===== src/rtl/dds_sweep_pkg.sv =====
// Shared definitions for the DDS frequency-sweep sequencer: FSM state encoding
// and the default word widths that must match the downstream dds core.
package dds_sweep_pkg;

   localparam int FWORD_WIDTH_DEF = 28;
   localparam int PWORD_WIDTH_DEF = 10;
   localparam int POINT_WIDTH_DEF = 8;
   localparam int TIME_WIDTH_DEF  = 24;

   typedef enum logic [1:0] {
      ST_IDLE    = 2'd0,
      ST_SETTLE  = 2'd1,
      ST_MEASURE = 2'd2,
      ST_DONE    = 2'd3
   } sweep_state_e;

endpackage


===== src/rtl/dds_sweep_ctrl_timer.sv =====
// Loadable down-counter timing both the settle and the measurement interval of
// a sweep point. A load of 0 is treated as 1 so every interval lasts a cycle.
module sweep_timer #(
   parameter int TIME_WIDTH = 24
) (
   input  logic                  clk,
   input  logic                  rst,
   input  logic                  load_i,
   input  logic [TIME_WIDTH-1:0] load_val_i,
   output logic                  expire_o,
   output logic                  near_o
);

   logic [TIME_WIDTH-1:0] cnt_q, cnt_d;

   always_comb begin
      cnt_d = cnt_q;
      if (load_i) begin
         cnt_d = (load_val_i == '0) ? TIME_WIDTH'(1) : load_val_i;
      end else if (cnt_q != '0) begin
         cnt_d = cnt_q - TIME_WIDTH'(1);
      end
   end

   always_ff @(posedge clk) begin
      if (rst) cnt_q <= '0;
      else     cnt_q <= cnt_d;
   end

   // expire marks the final cycle of the interval; near the cycle before it
   assign expire_o = (cnt_q == TIME_WIDTH'(1));
   assign near_o   = (cnt_q == TIME_WIDTH'(2));

endmodule


===== src/rtl/dds_sweep_ctrl.sv =====
// Frequency-sweep sequencer feeding the dds tuning and phase words: steps through
// n_points linear frequencies, settling then opening a measurement window at each.
module dds_sweep_ctrl
   import dds_sweep_pkg::*;
#(
   parameter int FWORD_WIDTH = FWORD_WIDTH_DEF,
   parameter int PWORD_WIDTH = PWORD_WIDTH_DEF,
   parameter int POINT_WIDTH = POINT_WIDTH_DEF,
   parameter int TIME_WIDTH  = TIME_WIDTH_DEF
) (
   input  logic                   clk,
   input  logic                   rst,
   input  logic                   start,
   input  logic                   abort,
   input  logic [FWORD_WIDTH-1:0] f_start,
   input  logic [FWORD_WIDTH-1:0] f_step,
   input  logic [POINT_WIDTH-1:0] n_points,
   input  logic [TIME_WIDTH-1:0]  settle,
   input  logic [TIME_WIDTH-1:0]  dwell,
   input  logic [PWORD_WIDTH-1:0] pha_offset,
   output logic [FWORD_WIDTH-1:0] fre_w,
   output logic [PWORD_WIDTH-1:0] pha_w,
   output logic [POINT_WIDTH-1:0] point_idx,
   output logic                   meas_valid,
   output logic                   point_done,
   output logic                   busy,
   output logic                   done
);

   sweep_state_e           state_q;
   logic [FWORD_WIDTH-1:0] fre_q, step_q;
   logic [PWORD_WIDTH-1:0] pha_q;
   logic [POINT_WIDTH-1:0] idx_q, n_q;
   logic [TIME_WIDTH-1:0]  settle_q, dwell_q;
   logic                   meas_q, pdone_q, busy_q, done_q;

   logic                   tmr_load;
   logic [TIME_WIDTH-1:0]  tmr_val;
   logic                   tmr_expire, tmr_near;
   logic                   last_point;
   logic                   start_ok;

   assign last_point = (idx_q == n_q - POINT_WIDTH'(1));
   assign start_ok   = start && !abort && (n_points != '0);

   // Timer reloads on every interval boundary; IDLE uses the live settle input
   // because the shadow register is only written on that same edge.
   always_comb begin
      tmr_load = 1'b0;
      tmr_val  = settle_q;
      case (state_q)
         ST_IDLE: begin
            tmr_load = start_ok;
            tmr_val  = settle;
         end
         ST_SETTLE: begin
            tmr_load = !abort && tmr_expire;
            tmr_val  = dwell_q;
         end
         ST_MEASURE: tmr_load = !abort && tmr_expire && !last_point;
         default:    tmr_load = 1'b0;
      endcase
   end

   sweep_timer #(.TIME_WIDTH(TIME_WIDTH)) u_timer (
      .clk        (clk),
      .rst        (rst),
      .load_i     (tmr_load),
      .load_val_i (tmr_val),
      .expire_o   (tmr_expire),
      .near_o     (tmr_near)
   );

   always_ff @(posedge clk) begin
      if (rst) begin
         state_q  <= ST_IDLE;
         fre_q    <= '0;
         pha_q    <= '0;
         idx_q    <= '0;
         step_q   <= '0;
         n_q      <= '0;
         settle_q <= '0;
         dwell_q  <= '0;
         meas_q   <= 1'b0;
         pdone_q  <= 1'b0;
         busy_q   <= 1'b0;
         done_q   <= 1'b0;
      end else if (abort && state_q != ST_IDLE) begin
         state_q <= ST_IDLE;
         fre_q   <= '0;
         meas_q  <= 1'b0;
         pdone_q <= 1'b0;
         busy_q  <= 1'b0;
         done_q  <= 1'b0;
      end else begin
         case (state_q)
            ST_IDLE: begin
               if (start && !abort) begin
                  busy_q <= 1'b1;
                  if (n_points != '0) begin
                     step_q   <= f_step;
                     n_q      <= n_points;
                     settle_q <= settle;
                     dwell_q  <= dwell;
                     fre_q    <= f_start;
                     pha_q    <= pha_offset;
                     idx_q    <= '0;
                     state_q  <= ST_SETTLE;
                  end else begin
                     done_q  <= 1'b1;
                     state_q <= ST_DONE;
                  end
               end
            end
            ST_SETTLE: begin
               if (tmr_expire) begin
                  state_q <= ST_MEASURE;
                  meas_q  <= 1'b1;
                  pdone_q <= (dwell_q <= TIME_WIDTH'(1));
               end
            end
            ST_MEASURE: begin
               if (tmr_expire) begin
                  meas_q  <= 1'b0;
                  pdone_q <= 1'b0;
                  if (last_point) begin
                     done_q  <= 1'b1;
                     state_q <= ST_DONE;
                  end else begin
                     fre_q   <= fre_q + step_q;
                     idx_q   <= idx_q + POINT_WIDTH'(1);
                     state_q <= ST_SETTLE;
                  end
               end else begin
                  pdone_q <= tmr_near;
               end
            end
            ST_DONE: begin
               done_q  <= 1'b0;
               busy_q  <= 1'b0;
               state_q <= ST_IDLE;
            end
            default: state_q <= ST_IDLE;
         endcase
      end
   end

   assign fre_w      = fre_q;
   assign pha_w      = pha_q;
   assign point_idx  = idx_q;
   assign meas_valid = meas_q;
   assign point_done = pdone_q;
   assign busy       = busy_q;
   assign done       = done_q;

endmodule


===== config.mk =====
export PLATFORM = sky130hd
export DESIGN_NAME = dds_sweep_ctrl
export DESIGN_NICKNAME = d
export VERILOG_FILES = /design/src/rtl/dds_sweep_pkg.sv /design/src/rtl/dds_sweep_ctrl_timer.sv /design/src/rtl/dds_sweep_ctrl.sv
export SDC_FILE = /design/constraint.sdc
export NUM_CORES = 1
export LEC_CHECK = 0
export CORE_UTILIZATION = 55
export DETAILED_ROUTE_END_ITERATION = 8
export GPL_TIMING_DRIVEN = 0
export HOLD_SLACK_MARGIN = 0.03
export PLACE_DENSITY_LB_ADDON = 0.08
export SKIP_CTS_REPAIR_TIMING = 1
export SYNTH_ARGS = -nofsm -noshare
export SYNTH_HDL_FRONTEND = slang
export SYNTH_SLANG_ARGS = --single-unit

===== constraint.sdc =====
create_clock -name clk -period 6.58 [get_ports clk]
set_input_delay 1.316 -clock clk [delete_from_list [all_inputs] [get_ports clk]]
set_output_delay 1.316 -clock clk [all_outputs]
set_load 0.05 [all_outputs]

==> flow_summary_export.csv <==
group,metric,value,unit
cells_and_area,fillCellCount,1289,
detailed_routing,routed_wirelength,27.4,mm
critical_path,r2r_slack,3.48,ns
run,max-cap-violations,0,
cells_and_area,finish.utilization,72.5,%
placed_design,place.gp.congestion,0.938,
sta,final_hold_viol_count,0,
synthesis,synthArstFlopShare,0,%
critical_path,cp_slowest_stage_delay,0.53,ns
critical_path,cpMostUsedCell,"clkbuf_1",
critical_path,reg2regPathDepth,10,
sta,tns,0,ns
synthesis,ys_seq_area_share,36.1,%
placed_design,io_buffers,175,
floorplanning,die_x,129,um
worst_hold_path,hold_end,"pha_w[3]",
critical_path,startpoint_type,"input port",
floorplanning,core.rowCount,46,
sta,fin_crit_sh,62.0,%
detailed_routing,wl_per_cell,17.5,um
critical_path,crit_type,"in2reg",
clock_network,clockBufferDepth,2,
detailed_routing,num_vias,9214,
worst_hold_path,whs_path_depth,2,
cells_and_area,seqCellArea,3200,um^2
synthesis,netlist_instances,1146,
floorplanning,die_area,16700,um^2
power,p_leak,4.30,nW
floorplanning,pin_count,176,
placed_design,dp_hpwl,20.4,mm
sta,max_slew_margin,52.5,%
status,outcome,"finished, final reports clean",
cells_and_area,post_route_cells_drive_above_1_share,5.92,%
power,power_density,276,nW/um^2
cells_and_area,final_cell_mix,"nand2_1, clkdlybuf4s50_1, a21oi_1",
sta,slew_viol_final,0,
critical_path,regToRegStartpoint,"state_q[0]",
critical_path,cp_data_required_time,6.94,ns
synthesis,ys_ff_latch,160,
detailed_routing,ant_nets,0,
global_route,grt_pass1_vias,8335,
clock_network,ctsHtreeMaxLevel,4,
cells_and_area,final_nets,1499,
floorplanning,fp.dieH,129,um
clock_network,clk_pin_slew,0.07,ns
synthesis,avgSynthCellArea,7.75,um^2
detailed_routing,drc,0,
power,peakVddDrop,0.196,mV
clock_network,cts_tree,"built",
cells_and_area,antenna-diode-count,0,
cells_and_area,synthToLayoutAreaGrowth,29.2,%
global_route,grt_use_total,33.1,%
floorplanning,fp.coreArea,15800,um^2
sta,fmaxAchievable,245,MHz
sta,rsz0062_at_grt,"false",
power,p_total,0.00317,W
clock_network,cts_buffers,17,
worst_hold_path,hp-start,"pha_w[3]",
synthesis,synth_edf_count,0,
global_route,grt_max_degree,17,
critical_path,crit_arrival,4.44,ns
clock_network,clock_latency,0.44,ns
global_route,grt_first_pass_wirelength,42.5,mm
detailed_routing,viasPerCell,5.88,
critical_path,r2r-end,"u_timer.cnt_q[0]",
cells_and_area,multiInputGateArea,5320,um^2
critical_path,cp_cell_sequence,"clkdlybuf4s50_1, nand2b_1, nor3_2, and2_1, clkbuf_1, clkbuf_1, buf_1, nand2_1, a21oi_1",
synthesis,netlist-cell-type-count,65,
clock_network,cts_root_buffer,"clkbuf_16",
cells_and_area,final_common_cell,"nand2_1",
critical_path,critical_path.max_fanout,10,
synthesis,ys_warn_count,0,
worst_hold_path,hold_class,"reg2reg",
global_route,antenna_found_initial,0,
clock_network,cts.sinks,160,
sta,tightest_slew,0.712,ns
critical_path,crit_slowest_cell,"clkdlybuf4s50_1",
sta,finClkSkew,0.0114,ns
synthesis,syn_area,8880,um^2
global_route,grt_overflow_total,0,
floorplanning,start_util,56.1,%
sta,finalSetupViolCount,0,
critical_path,endpoint_kind,"flip-flop",
sta,period_needed,4.08,ns
detailed_routing,drt_pass1_iterations,7,
detailed_routing,drt_iter0_markers,792,
synthesis,syn_nets,1305,
synthesis,ys.flop_type,"dfxtp_1",
## logic make-up after synthesis
family          Yosys count  synth area share (%)
simple gates            468                  23.5
flops                   160                  36.1
mux                      32                  3.61
fa+ha+maj                33                  4.73
compound gates          320                  22.8
buf+inv                  81                  3.99
xor+xnor                 52                  5.28
## worst max-delay path: cells and delay by family
| family | cells | cell delay [ns] |
|---|---|---|
| AND/OR/NAND/NOR | 4 | 1.13 |
| AO/OA/AOI/OAI | 1 | 0.15 |
| buffers and inverters | 4 | 1.84 |
## registers in the layout, summed over array words and instances (netlist names)
signal / count
fre_w: 28
step_q: 28
dwell_q: 24
settle_q: 24
u_timer.cnt_q: 24
pha_w: 10
n_q: 8
point_idx: 8
state_q: 2
busy: 1
done: 1
meas_valid: 1
point_done: 1
## how the worst max path moves through the flow
stage	start	slack [ns]	end
floorplan	abort	3.46	u_timer.cnt_q[1]
global placement	abort	2.09	step_q[17]
detailed placement	abort	2.11	step_q[17]
CTS	abort	2.54	step_q[17]
global route	abort	2.27	settle_q[22]
finish	abort	2.50	step_q[17]
## metal layers
metal | up-vias | global-route usage (%) | part of all wire, % | wire, um
li1 | 4441 | - | - | -
met1 | 4287 | 46.8 | 45 | 12300
met2 | 436 | 49.2 | 43 | 11800
met3 | 50 | 6.81 | 9.5 | 2600
met4 | 0 | 12.8 | 2.4 | 659
met5 | - | 0 | 0 | 0
## final cells by class
cell class | instances | area share [%]
clock inverters | 12 | 1.07
flip-flops and latches | 160 | 27.9
repair buffers | 175 | 15.3
clock buffers | 19 | 3.95
well taps | 216 | 2.35
multi-input cells | 905 | 46.4
plain buffers | 69 | 2.69
inverters | 12 | 0.392
## stage by stage
step | setup slack [ns] | hold slack (ns) | cell area, um^2 | cells
after global placement | 2.09 | 0.440 | 10900 | 1537
after CTS | 2.54 | 0.455 | 11500 | 1568
after detailed placement | 2.11 | 0.446 | 10900 | 1537
after global routing | 2.27 | 0.471 | 11500 | 1568
after floorplan | 3.46 | 0.436 | 8880 | 1146
final | 2.50 | 0.454 | 11500 | 1568
## power breakdown
part / total (W) / internal, W / switching [W]
sequential: 0.00117 / 0.00107 / 0.0000967
clock: 0.000994 / 0.000549 / 0.000445
combinational: 0.00101 / 0.000395 / 0.000610
total: 0.00317 / 0.00202 / 0.00115
## cells in the mapped netlist, types with 5 or more instances
cell type    n  area share, %
nor2b_1     16            1.1
buf_1       10           0.42
a211oi_2    19            2.7
xnor2_1     24            2.4
ha_1        32            4.5
dfxtp_1    160             36
nand4_1     15            1.1
a31oi_1     11           0.77
a211oi_1    22            1.9
xor2_1      27            2.7
a21o_1       7           0.59
nand3_1     16           0.90
and3_1       9           0.63
inv_1       12           0.51
a21oi_1    162            9.1
clkbuf_1    41            1.7
nor2_1     106            4.5
nand2_1    239             10
buf_2       10           0.56
nor3_1      17           0.96
o31a_1       6           0.59
o21ai_0     40            2.3
mux2i_1     32            3.6
o21a_1       6           0.51
o211ai_1     9           0.76
buf_4        6           0.51
nor4_1      14           0.99
nand2b_1     5           0.35
Power figures use the tool's default switching activity.
